File: src/rtl/serial_frame_tx.sv
// serial_frame_tx: valid/ready word in, one bit per clock out (bit_out/bit_valid), zero gap after each frame, busy and frame_done status
module serial_frame_tx #(
  parameter int WIDTH      = 8,
  parameter int GAP_CYCLES = 2,
  parameter bit MSB_FIRST  = 1'b1
) (
  input  logic             clock,
  input  logic             reset,
  input  logic [WIDTH-1:0] data_in,
  input  logic             data_valid,
  output logic             data_ready,
  output logic             bit_out,
  output logic             bit_valid,
  output logic             busy,
  output logic             frame_done
);
  localparam int BW = $clog2(WIDTH + 1);
  localparam int GW = GAP_CYCLES > 0 ? $clog2(GAP_CYCLES + 1) : 1;
  typedef enum logic [1:0] {IDLE, SHIFT, GAP} state_t;
  state_t state_q, state_d;
  logic [WIDTH-1:0] shreg_q, shreg_d, shifted;
  logic [BW-1:0] bcnt_q, bcnt_d;
  logic [GW-1:0] gcnt_q, gcnt_d;
  logic bit_out_q, bit_out_d, bit_valid_q, bit_valid_d;
  logic busy_q, busy_d, frame_done_q, frame_done_d;
  logic last_bit, last_gap;
  assign shifted    = MSB_FIRST ? shreg_q << 1 : shreg_q >> 1;
  assign last_bit   = bcnt_q == BW'(WIDTH);
  assign last_gap   = gcnt_q == GW'(GAP_CYCLES);
  assign data_ready = reset && state_q == IDLE;
  assign bit_out    = bit_out_q;
  assign bit_valid  = bit_valid_q;
  assign busy       = busy_q;
  assign frame_done = frame_done_q;
  always_comb begin
    state_d      = state_q;
    shreg_d      = shreg_q;
    bcnt_d       = bcnt_q;
    gcnt_d       = gcnt_q;
    bit_out_d    = 1'b0;
    bit_valid_d  = 1'b0;
    busy_d       = 1'b0;
    frame_done_d = 1'b0;
    case (state_q)
      IDLE: if (data_valid) begin
        state_d     = SHIFT;
        shreg_d     = data_in;
        bcnt_d      = BW'(1);
        bit_out_d   = MSB_FIRST ? data_in[WIDTH-1] : data_in[0];
        bit_valid_d = 1'b1;
        busy_d      = 1'b1;
      end
      SHIFT: if (last_bit) begin
        if (GAP_CYCLES > 0) state_d = GAP;
        else state_d = IDLE;
        bcnt_d       = '0;
        gcnt_d       = GW'(1);
        busy_d       = GAP_CYCLES > 0;
        frame_done_d = 1'b1;
      end else begin
        shreg_d     = shifted;
        bcnt_d      = bcnt_q + BW'(1);
        bit_out_d   = MSB_FIRST ? shifted[WIDTH-1] : shifted[0];
        bit_valid_d = 1'b1;
        busy_d      = 1'b1;
      end
      GAP: if (last_gap) begin
        state_d = IDLE;
        gcnt_d  = '0;
      end else begin
        gcnt_d = gcnt_q + GW'(1);
        busy_d = 1'b1;
      end
      default: state_d = IDLE;
    endcase
  end
  always_ff @(posedge clock or negedge reset) begin
    if (!reset) begin
      state_q      <= IDLE;
      shreg_q      <= '0;
      bcnt_q       <= '0;
      gcnt_q       <= '0;
      bit_out_q    <= 1'b0;
      bit_valid_q  <= 1'b0;
      busy_q       <= 1'b0;
      frame_done_q <= 1'b0;
    end else begin
      state_q      <= state_d;
      shreg_q      <= shreg_d;
      bcnt_q       <= bcnt_d;
      gcnt_q       <= gcnt_d;
      bit_out_q    <= bit_out_d;
      bit_valid_q  <= bit_valid_d;
      busy_q       <= busy_d;
      frame_done_q <= frame_done_d;
    end
  end
endmodule

File: config.mk
export PLATFORM = sky130hd
export DESIGN_NAME = serial_frame_tx
export DESIGN_NICKNAME = d
export VERILOG_FILES = /design/src/rtl/serial_frame_tx.sv
export SDC_FILE = /design/constraint.sdc
export NUM_CORES = 1
export LEC_CHECK = 0
export CAP_MARGIN = 20
export CELL_PAD_IN_SITES_DETAIL_PLACEMENT = 1
export CELL_PAD_IN_SITES_GLOBAL_PLACEMENT = 1
export CORE_ASPECT_RATIO = 1.5
export CORE_MARGIN = 8
export CORE_UTILIZATION = 44
export CTS_CLUSTER_SIZE = 14
export DETAILED_ROUTE_END_ITERATION = 10
export GPL_TIMING_DRIVEN = 0
export PLACE_DENSITY = 0.83
export SYNTH_ARGS = -nofsm -noshare
export SYNTH_HDL_FRONTEND = slang
export SYNTH_SLANG_ARGS = --single-unit
File: constraint.sdc
create_clock -name clock -period 2.6 [get_ports clock]
set_clock_uncertainty 0.05 [all_clocks]
set_input_delay 0.39 -clock clock [delete_from_list [all_inputs] [get_ports clock]]
set_output_delay 0.39 -clock clock [all_outputs]
set_load 0.02 [all_outputs]
==> reports/summary.log, run 1 <==
[outcome] run status finished with violations
[outcome] violated checks hold timing
[cts] depth of the CTS H-tree 1
[sta] Rel. slew slack 0.653
[power] Max rail drop VDD 0.431 mV
[die] row count 21
[critical_path] Crit path arrival time 1880 ps
[cts] Bufs on Longest Clock Path 2
[run] number of max-cap violations 0
[critical_path] critical path start-end classification reg -> out
[logic_synthesis] xor and xnor fraction of the mapped netlist area 0
[die] DIE WIDTH 55.0 um
[critical_path] maximum fanout along the worst path 10
[sta] setup slack of the critical path after layout 280 ps
[min_path] Hold Crit Class in -> async
[die] Floorplan Core Area 2210 sq um
[placed_design] total instance count after detailed placement 118
[logic_synthesis] dominant synthesized flop cell sky130_fd_sc_hd__dfrtp_1
[power] ratio of total power to cell area 1120 nW/um^2
[sta] final clock period utilization by the worst path 0.892
[cts] CTS root buf sky130_fd_sc_hd__clkbuf_4
[critical_path] Worst path max stage delay 630 ps
[sta] setup repair after global routing missed its margin false
[logic_synthesis] share of flip-flops with an asynchronous set or reset after synthesis 1.00
[routing] via/cell ratio 5.62
[final_layout] non-filler cells, final 122
[routing] remaining design rule violation count 0
[routing] Routed Wire Length 2110 um
[power] Lkg Pwr 0.572 nW
[logic_synthesis] synthesized area per cell 12.5 sq um
[final_layout] share of layout cells above drive strength 1 0.222
[critical_path] endpoint kind of the worst setup timing path output pin
[final_layout] footprint of the multi-input gates 483 sq um
[sta] worst hold margin -22.9 ps
[critical_path] ordered list of cells on the worst path buf_6 -> clkbuf_1 -> nor3b_1 -> clkdlybuf4s50_1
[logic_synthesis] register area share after synthesis 0.474
[cts] hold buffer count at cts 0
[placed_design] Detail Placement HPWL 1590 um
[logic_synthesis] Gate Count Post-Synth 80
[logic_synthesis] post-synthesis instance area 1000 sq um
[die] die span in y 74.5 um
[logic_synthesis] distinct cell type count of the synthesized netlist 27
[logic_synthesis] largest family of logic cells by synthesized area multiplexers
[logic_synthesis] synthesized flop and latch total 19
[critical_path] critical-path cell with the highest stage delay sky130_fd_sc_hd__clkdlybuf4s50_1
[critical_path] reg-to-reg critical path startpoint bcnt_q[0]$_DFFE_PN0P_
[routing] Routed wire per std cell 17.3 um
[sta] count of final hold-check violations 19
[cts] Num CTS Buffers 3
[critical_path] crit path from state_q[0]$_DFFE_PN0P_
[logic_synthesis] synthesized-area fraction occupied by ao, oa, aoi and oai cells 0.0935
[sta] Max Slew Vio Count 0
[global_route] antenna violations before repair 0
[cts] Clk Latency, worst-skew pair 300 ps
[global_route] first-pass GRT wire length 3440 um
[final_layout] filler cell count 246
[cts] CTS tree yes
[sta] post-layout minimum cycle time 2320 ps
[final_layout] FF+latch area 475 sq um
[sta] maximum clock frequency 431 MHz
[logic_synthesis] synthesized-area fraction occupied by adder cells 0.0249
[global_route] via count of the first global-routing pass 730
[logic_synthesis] number of enable flip-flop cells after synthesis 0
[routing] total number of vias 686
[logic_synthesis] simple-gate share of the synthesized area 0.153
[final_layout] number of diodes 0
[global_route] maximum number of pins on one net before global-route repair 21
[sta] # setup viols final 0
[die] starting density of the core 0.455
[global_route] overall routing resource usage 0.111
[logic_synthesis] net count after synthesis 93
[logic_synthesis] fraction of synthesized area in multiplexers 0.209
[final_layout] Area growth, synth to finish 20.1%
[critical_path] destination of the worst register-to-register timing path shreg_q[5]$_DFFE_PN0P_
[critical_path] cell depth of the worst flop-to-flop path 5
[placed_design] number of buffers inserted by port buffering 15
[routing] Detailed Route Iter0 Violations 4
[cts] register clock-pin slew on the reported worst setup and hold paths 120 ps
[routing] count of TritonRoute iterations in the first routing pass 3
[die] io pins 16
[routing] DRT antenna net count 0
[cts] clock net sink count 19
[placed_design] pre-CTS setup slack -247 ps
[placed_design] routability congestion estimate 0.765
[critical_path] flop2flop setup slack 870 ps
[logic_synthesis] warning count from the yosys run 0
[die] die footprint 4100 sq um
[global_route] sum of overflow across all layers after global routing 0
[critical_path] sort of element at the start of the critical path flop
[final_layout] final net count 113
[sta] Worst Tran Pin Value 520 ps
[critical_path] required time at the endpoint of the critical path 2160 ps
## logic make-up after synthesis
family	count (synthesis)
AO/OA/AOI/OAI	14
buffers and inverters	8
multiplexers	15
AND/OR/NAND/NOR	22
flip-flops	19
adder cells (fa/ha/maj)	2
## area by class of cell
class                   count  area share
plain buffers               4      0.0249
flip-flops and latches     19       0.395
clock inverters             1     0.00415
inverters                   4      0.0125
well taps                  23      0.0239
repair buffers             15       0.120
clock buffers               3      0.0187
multi-input cells          53       0.401
## power breakdown
group	leakage (nW)	switching [W]	internal (W)
logic	0.322	0.000306	0.000409
registers	0.232	0.0000775	0.000404
clock network	0.0177	0.0000961	0.0000573
## state kept, by name, indices dropped and copies added (netlist names)
register    flops
gcnt_q          2
state_q         2
frame_done      1
shreg_q         7
bit_out         1
busy            1
bcnt_q          4
bit_valid       1
## synth_stat cells (3+ instances only)
master | count | area share
sky130_fd_sc_hd__a21oi_1 | 3 | 0.015
sky130_fd_sc_hd__dfrtp_1 | 19 | 0.47
sky130_fd_sc_hd__inv_1 | 4 | 0.015
sky130_fd_sc_hd__mux2_4 | 12 | 0.18
sky130_fd_sc_hd__mux2i_1 | 3 | 0.030
sky130_fd_sc_hd__nand2_1 | 4 | 0.015
sky130_fd_sc_hd__nand3b_1 | 3 | 0.022
sky130_fd_sc_hd__nor2_1 | 3 | 0.011
sky130_fd_sc_hd__o21ai_0 | 5 | 0.025
## worst max path at each step
stage | endpoint | slack, ps | depth (start not counted)
final | data_ready | 280 | 4
after floorplan | data_ready | 970 | 3
after global routing | data_ready | 170 | 4
after CTS | data_ready | 30 | 3
after detailed placement | data_ready | -250 | 3
after global placement | data_ready | -230 | 3
## worst max-delay path: cells and delay by family, from the launching register on
family / cells / cell delay [ps]
buffers and inverters: 3 / 960
flip-flops: 1 / 390
AND/OR/NAND/NOR: 1 / 220
## repair_timing
item | 4_1_cts | 5_1_grt
hold endpoints to repair | 0 | 0
pin swaps | 0 | 0
setup buffers | 0 | 0
gates resized for setup | 1 | 2
endpoints found under the setup margin | 1 | 1
## layout by cell type, fill, tap and decap left out
master                             n
sky130_fd_sc_hd__nand2b_1          1
sky130_fd_sc_hd__nor2_8            1
sky130_fd_sc_hd__a21oi_1           3
sky130_fd_sc_hd__nand3_1           2
sky130_fd_sc_hd__clkbuf_2          1
sky130_fd_sc_hd__o2111ai_1         1
sky130_fd_sc_hd__o21ai_0           5
sky130_fd_sc_hd__mux2_4           12
sky130_fd_sc_hd__clkbuf_1          2
sky130_fd_sc_hd__o21bai_2          1
sky130_fd_sc_hd__nor2_1            3
sky130_fd_sc_hd__ha_1              2
sky130_fd_sc_hd__nand3b_1          3
sky130_fd_sc_hd__nand4b_1          1
sky130_fd_sc_hd__nor2b_1           2
sky130_fd_sc_hd__clkbuf_4          3
sky130_fd_sc_hd__nand2_1           4
sky130_fd_sc_hd__mux2i_1           3
sky130_fd_sc_hd__nor4b_1           1
sky130_fd_sc_hd__dfrtp_1          19
sky130_fd_sc_hd__a22o_1            1
sky130_fd_sc_hd__clkinv_2          1
sky130_fd_sc_hd__buf_6             2
sky130_fd_sc_hd__nor2b_4           1
sky130_fd_sc_hd__and4b_1           1
sky130_fd_sc_hd__a32oi_1           1
sky130_fd_sc_hd__clkdlybuf4s50_1  14
sky130_fd_sc_hd__a22oi_1           1
sky130_fd_sc_hd__o311ai_0          1
sky130_fd_sc_hd__nor3b_1           2
sky130_fd_sc_hd__inv_1             4
## routing by layer
metal / vias to the layer above / share of wire / track usage
met2: 12 / 0.51 / 0.192
met4: 0 / 0.0043 / 0.0241
met5: - / 0 / 0
li1: 326 / - / -
met1: 346 / 0.42 / 0.129
met3: 2 / 0.059 / 0.0340
## per-stage QoR
stage / util / instance area, sq um / TNS, ps / total power [W]
finish: 0.546 / 1200 / 0 / 0.00135
global route: 0.546 / 1200 / 0 / 0.00144
CTS: 0.548 / 1210 / 0 / 0.00137
detailed placement: 0.536 / 1180 / -247 / 0.00121
global placement: 0.536 / 1180 / -232 / 0.00118
floorplan: - / 1000 / 0 / 0.00103
Note: power is estimated with default switching activity, not from simulation.
==> run 2: changes to the inputs <==
- CORE_ASPECT_RATIO: 1.5 -> 1.4
- CORE_MARGIN: 8 -> unset
==> run 2 against run 1 <==
Against the previous run: the flow now finishes without violations; total power up 1.6%; routed wire length grew 6.3%; final area rose by 1.6%; non-clock buffer count up 2; clock power about the same; critical path type unchanged; critical endpoint unchanged; largest cell class unchanged; largest power group unchanged.
==> reports/summary.log, run 2 (synthesis gave the netlist of run 1 again) <==
[power] Max rail drop VDD 0.423 mV
[final_layout] commonest cells after routing, fill and taps aside 19 x sky130_fd_sc_hd__dfrtp_1, 14 x sky130_fd_sc_hd__clkdlybuf4s50_1, 12 x sky130_fd_sc_hd__mux2_4, 5 x sky130_fd_sc_hd__o21ai_0
[cts] Clk Latency, worst-skew pair 310 ps
[final_layout] share of layout cells above drive strength 1 0.218
[sta] post-layout minimum cycle time 2360 ps
[critical_path] Crit path arrival time 1920 ps
[final_layout] register ranked first by flip-flop count shreg_q
[cts] clock net sink count 19
[cts] CTS tree yes
[critical_path] cell family with the largest share of critical-path delay buffers and inverters
[critical_path] worst path bufs/invs 3
[critical_path] critical path start-end classification reg -> out
[global_route] most crowded layer after global routing met2
[die] die span in y 58.5 um
[routing] Routed Wire Length 2240 um
[critical_path] critical-path cell with the highest stage delay sky130_fd_sc_hd__clkdlybuf4s50_1
[final_layout] final standard cell area without fillers 1220 sq um
[cts] CTS root buf sky130_fd_sc_hd__clkbuf_4
[placed_design] total instance count after detailed placement 117
[routing] via/cell ratio 5.65
[placed_design] Detail Placement HPWL 1570 um
[global_route] antenna violations before repair 0
[routing] Routed wire per std cell 18.2 um
[die] row count 20
[critical_path] maximum fanout along the worst path 10
[cts] register clock-pin slew on the reported worst setup and hold paths 110 ps
[critical_path] ordered list of cells on the worst path buf_6 -> clkbuf_1 -> nor3b_1 -> clkdlybuf4s50_1
[global_route] overall routing resource usage 0.190
[final_layout] non-filler cells, final 123
[die] Floorplan Core Area 2150 sq um
[die] die footprint 2480 sq um
[sta] Max Slew Vio Count 0
[placed_design] Post-Place Cell Area 1180 sq um
[outcome] run status completed
[placed_design] routability congestion estimate 0.752
[global_route] grt met2 use 0.323
[routing] remaining design rule violation count 0
[power] ratio of total power to cell area 1120 nW/um^2
[sta] maximum clock frequency 424 MHz
[cts] Bufs on Longest Clock Path 2
[routing] DRT antenna net count 0
[global_route] first-pass GRT wire length 3490 um
[sta] setup repair after global routing missed its margin false
[global_route] met3 routing resource usage after global routing 0.0307
[cts] depth of the CTS H-tree 1
[placed_design] number of buffers inserted by port buffering 15
[sta] # setup viols final 0
[sta] final clock period utilization by the worst path 0.906
[power] Lkg Pwr 0.580 nW
[cts] Post CTS Setup Buffer Count 0
[global_route] sum of overflow across all layers after global routing 0
[die] DIE WIDTH 42.4 um
[critical_path] endpoint kind of the worst setup timing path output pin
[final_layout] leading cell type in the layout, fill and taps excluded sky130_fd_sc_hd__dfrtp_1
[final_layout] Final Util 0.569
[min_path] Hold Crit Class in -> async
[die] io pins 16
[sta] setup_tns 0 ps
[final_layout] flip-flop count of the largest register, all copies and words added 7
[final_layout] number of diodes 0
[global_route] met1 usage in global routing 0.234
[critical_path] sort of element at the start of the critical path flop
[final_layout] largest registers ranked by flip-flop count shreg_q (7), bcnt_q (4)
[routing] Detailed Route Iter0 Violations 7
[global_route] via count of the first global-routing pass 715
[final_layout] final net count 115
[final_layout] Area growth, synth to finish 21.9%
[global_route] maximum number of pins on one net before global-route repair 21
[sta] Worst Tran Pin Value 843 ps
[critical_path] required time at the endpoint of the critical path 2160 ps
[sta] count of final hold-check violations 0
[sta] Rel. slew slack 0.436
[critical_path] Worst path max stage delay 630 ps
[routing] total number of vias 695
[run] number of max-cap violations 0
[sta] worst hold margin 347 ps
[routing] count of TritonRoute iterations in the first routing pass 2
[cts] Num CTS Buffers 3
[die] starting density of the core 0.466
## run 2: changes by cell type in the layout (fill, tap and decap cells not counted), sizes merged
cell | previous run | this run
dlygate4sd3 | 0 | 2
## run 2: report_power, final
| part | internal, W | total (W) | switching [W] | leakage, nW |
|---|---|---|---|---|
| logic | 0.000412 | 0.000729 | 0.000317 | 0.330 |
| registers | 0.000404 | 0.000486 | 0.0000821 | 0.232 |
| clock network | 0.0000575 | 0.000156 | 0.0000985 | 0.0177 |
| total | 0.000873 | 0.00137 | 0.000498 | 0.580 |
## run 2: worst paths after layout
| path | startpoint | slack [ps] | to | depth (start not counted) |
|---|---|---|---|---|
| worst min register to register | shreg_q[1]$_DFFE_PN0P_ | 490 | shreg_q[1]$_DFFE_PN0P_ | 1 |
| worst max-delay path | state_q[0]$_DFFE_PN0P_ | 240 | data_ready | 4 |
| min in group clock | shreg_q[1]$_DFFE_PN0P_ | 490 | shreg_q[1]$_DFFE_PN0P_ | 1 |
| worst min-delay path | reset | 350 | shreg_q[6]$_DFFE_PN0P_ | 2 |
| max in group asynchronous | reset | 720 | bit_valid$_DFF_PN0_ | 3 |
| worst max register to register | bcnt_q[0]$_DFFE_PN0P_ | 850 | shreg_q[6]$_DFFE_PN0P_ | 5 |
## run 2: repair_timing
| action | in CTS | in global routing |
|---|---|---|
| cloned | 0 | 0 |
| hold buffers | 0 | 2 |
| pin swaps | 0 | 0 |
| hold endpoints to repair | 0 | 18 |
| endpoints found under the setup margin | 1 | 1 |
| resized for setup | 1 | 2 |
## run 2: layer usage
| metal | share of wire | wire (um) |
|---|---|---|
| met1 | 0.42 | 948 |
| met2 | 0.54 | 1200 |
| met5 | 0 | 0 |
| met3 | 0.026 | 59 |
| met4 | 0.012 | 27 |
## run 2: through the flow
stage / worst slack, ps / total power (W)
5_1_grt: 175 / 0.00145
3_3_place_gp: -227 / 0.00118
6_report: 243 / 0.00137
3_5_place_dp: -243 / 0.00122
4_1_cts: 23.7 / 0.00138
2_1_floorplan: 971 / 0.00103
## run 2: worst reg2reg max path: stages, from the launching register on
cell and delay, ps:
sky130_fd_sc_hd__dfrtp_1 420, sky130_fd_sc_hd__inv_1 110, sky130_fd_sc_hd__ha_1 230, sky130_fd_sc_hd__and4b_1 410
sky130_fd_sc_hd__nor2_8 110, sky130_fd_sc_hd__mux2_4 330
## run 2: layout make-up
| cell class | instances | area [sq um] |
|---|---|---|
| clock buffer | 3 | 22.5 |
| sequential | 19 | 475 |
| fill | 226 | 928 |
| tap | 22 | 27.5 |
| inverter | 4 | 15.0 |
| multi-input combinational | 53 | 483 |
| buffer | 4 | 30.0 |
| timing repair buffer | 17 | 165 |
| clock inverter | 1 | 5.00 |
==> run 3: changes to the inputs <==
- CORE_ASPECT_RATIO: 1.4 -> unset
==> run 3 against run 2 <==
Against the previous run: the run now ends with hold timing left; non-clock buffer count is 2 lower; combinational power hardly changed; critical path type unchanged; register-to-register slack is essentially flat; total power down 0.89%; via count fell by 1.6%; maximum frequency up 1.0%; sequential cell count is the same; global-route usage is the same; critical path depth is the same; sequential share of layout area increased by 0.44 points.
==> reports/summary.log, run 3 (synthesis gave the netlist of run 1 again) <==
[global_route] overall routing resource usage 0.190
[outcome] violated checks hold timing
[cts] CTS root buf sky130_fd_sc_hd__clkbuf_4
[power] Max rail drop VDD 0.500 mV
[power] ratio of total power to cell area 1120 nW/um^2
[cts] Clk Latency, worst-skew pair 290 ps
[sta] maximum clock frequency 429 MHz
[final_layout] number of diodes 0
[sta] count of final hold-check violations 19
[final_layout] Area growth, synth to finish 20.6%
[placed_design] number of buffers inserted by port buffering 15
[run] number of max-cap violations 0
[final_layout] final net count 113
[final_layout] register ranked first by flip-flop count shreg_q
[global_route] maximum number of pins on one net before global-route repair 21
[final_layout] Final Util 0.593
[routing] Routed Wire Length 2060 um
[critical_path] critical path start-end classification reg -> out
[sta] worst hold margin -20.0 ps
[die] die span in y 49.8 um
[routing] via/cell ratio 5.43
[sta] Worst Tran Pin Value 480 ps
[die] die footprint 2480 sq um
[routing] Detailed Route Iter0 Violations 4
[sta] Max Slew Vio Count 0
[final_layout] leading cell type in the layout, fill and taps excluded sky130_fd_sc_hd__dfrtp_1
[sta] setup_tns 0 ps
[die] io pins 16
[sta] setup repair after global routing missed its margin false
[routing] count of TritonRoute iterations in the first routing pass 4
[power] Lkg Pwr 0.572 nW
[global_route] antenna violations before repair 0
[critical_path] Crit path arrival time 1890 ps
[outcome] run status finished with violations
[sta] post-layout minimum cycle time 2330 ps
[routing] DRT antenna net count 0
[cts] hold buffer count at cts 0
[final_layout] final standard cell area without fillers 1210 sq um
[final_layout] filler cell count 225
[cts] Bufs on Longest Clock Path 2
[die] DIE WIDTH 49.8 um
[placed_design] Post-Place Cell Area 1190 sq um
[cts] number of resized instances in the post-cts repair step 1
[final_layout] share of layout cells above drive strength 1 0.222
[final_layout] flip-flop count of the largest register, all copies and words added 7
[sta] Rel. slew slack 0.680
[cts] CTS tree yes
[critical_path] required time at the endpoint of the critical path 2160 ps
[die] row count 16
[critical_path] sort of element at the start of the critical path flop
[critical_path] crit path from state_q[0]$_DFFE_PN0P_
[final_layout] largest registers ranked by flip-flop count shreg_q (7), bcnt_q (4)
[global_route] via count of the first global-routing pass 698
[critical_path] reg-to-reg critical path startpoint bcnt_q[0]$_DFFE_PN0P_
[sta] # setup viols final 0
[die] starting density of the core 0.491
[routing] remaining design rule violation count 0
[routing] Routed wire per std cell 16.3 um
[min_path] Hold Crit Class in -> async
[routing] total number of vias 684
[critical_path] maximum fanout along the worst path 10
[cts] Post CTS Setup Buffer Count 0
[placed_design] routability congestion estimate 0.744
[final_layout] commonest cells after routing, fill and taps aside 19 x sky130_fd_sc_hd__dfrtp_1, 14 x sky130_fd_sc_hd__clkdlybuf4s50_1, 12 x sky130_fd_sc_hd__mux2_4, 5 x sky130_fd_sc_hd__o21ai_0
[placed_design] Detail Placement HPWL 1570 um
[die] Floorplan Core Area 2040 sq um
[sta] final clock period utilization by the worst path 0.897
[cts] Num CTS Buffers 3
[power] power after layout 0.00136 W
[cts] clock net sink count 19
[cts] register clock-pin slew on the reported worst setup and hold paths 110 ps
[global_route] first-pass GRT wire length 3420 um
[cts] depth of the CTS H-tree 1
[critical_path] endpoint kind of the worst setup timing path output pin
[global_route] sum of overflow across all layers after global routing 0
[run 3: cell types whose count changed in the layout (fill, tap and decap cells not counted), sizes merged]
cell,delta
dlygate4sd3,-2
[run 3: critical path, stage by stage, from the launching register on]
cell,delay (ps)
sky130_fd_sc_hd__dfrtp_1,390
sky130_fd_sc_hd__buf_6,130
sky130_fd_sc_hd__clkbuf_1,210
sky130_fd_sc_hd__nor3b_1,230
sky130_fd_sc_hd__clkdlybuf4s50_1,640
[run 3: final timing paths]
check	to	slack (ps)	depth (start not counted)
min in group clock	shreg_q[4]$_DFFE_PN0P_	480	1
max in group asynchronous	gcnt_q[1]$_DFFE_PN0P_	2200	1
min	shreg_q[5]$_DFFE_PN0P_	-20	1
max reg2reg	shreg_q[6]$_DFFE_PN0P_	850	5
min reg2reg	shreg_q[4]$_DFFE_PN0P_	480	1
max	data_ready	270	4
[run 3: where the power goes]
| part | switching (W) | internal, W | total (W) |
|---|---|---|---|
| sequential | 0.0000815 | 0.000404 | 0.000485 |
| combinational | 0.000317 | 0.000409 | 0.000726 |
| clock | 0.0000902 | 0.0000573 | 0.000147 |
| total | 0.000488 | 0.000870 | 0.00136 |
[run 3: routing by layer]
metal / part of all wire / up-vias / GRT usage
li1: - / 322 / -
met2: 0.52 / 13 / 0.333
met1: 0.44 / 347 / 0.240
met5: 0 / - / 0
met4: 0.0078 / 0 / 0.0571
met3: 0.024 / 2 / 0.0278
[run 3: metrics by stage]
step / std cells / setup slack, ps
2_1_floorplan: 80 / 971
3_3_place_gp: 122 / -212
3_5_place_dp: 122 / -227
4_1_cts: 126 / 36.1
5_1_grt: 126 / 144
6_report: 126 / 267
[run 3: area by class of cell]
| cell class | instances | area (sq um) | area share |
|---|---|---|---|
| multi-input cells | 53 | 483 | 0.399 |
| clock inverters | 1 | 5.00 | 0.00414 |
| clock buffers | 3 | 22.5 | 0.0186 |
| flip-flops and latches | 19 | 475 | 0.393 |
| well taps | 27 | 33.8 | 0.0279 |
| plain buffers | 4 | 30.0 | 0.0248 |
| inverters | 4 | 15.0 | 0.0124 |
| repair buffers | 15 | 145 | 0.120 |
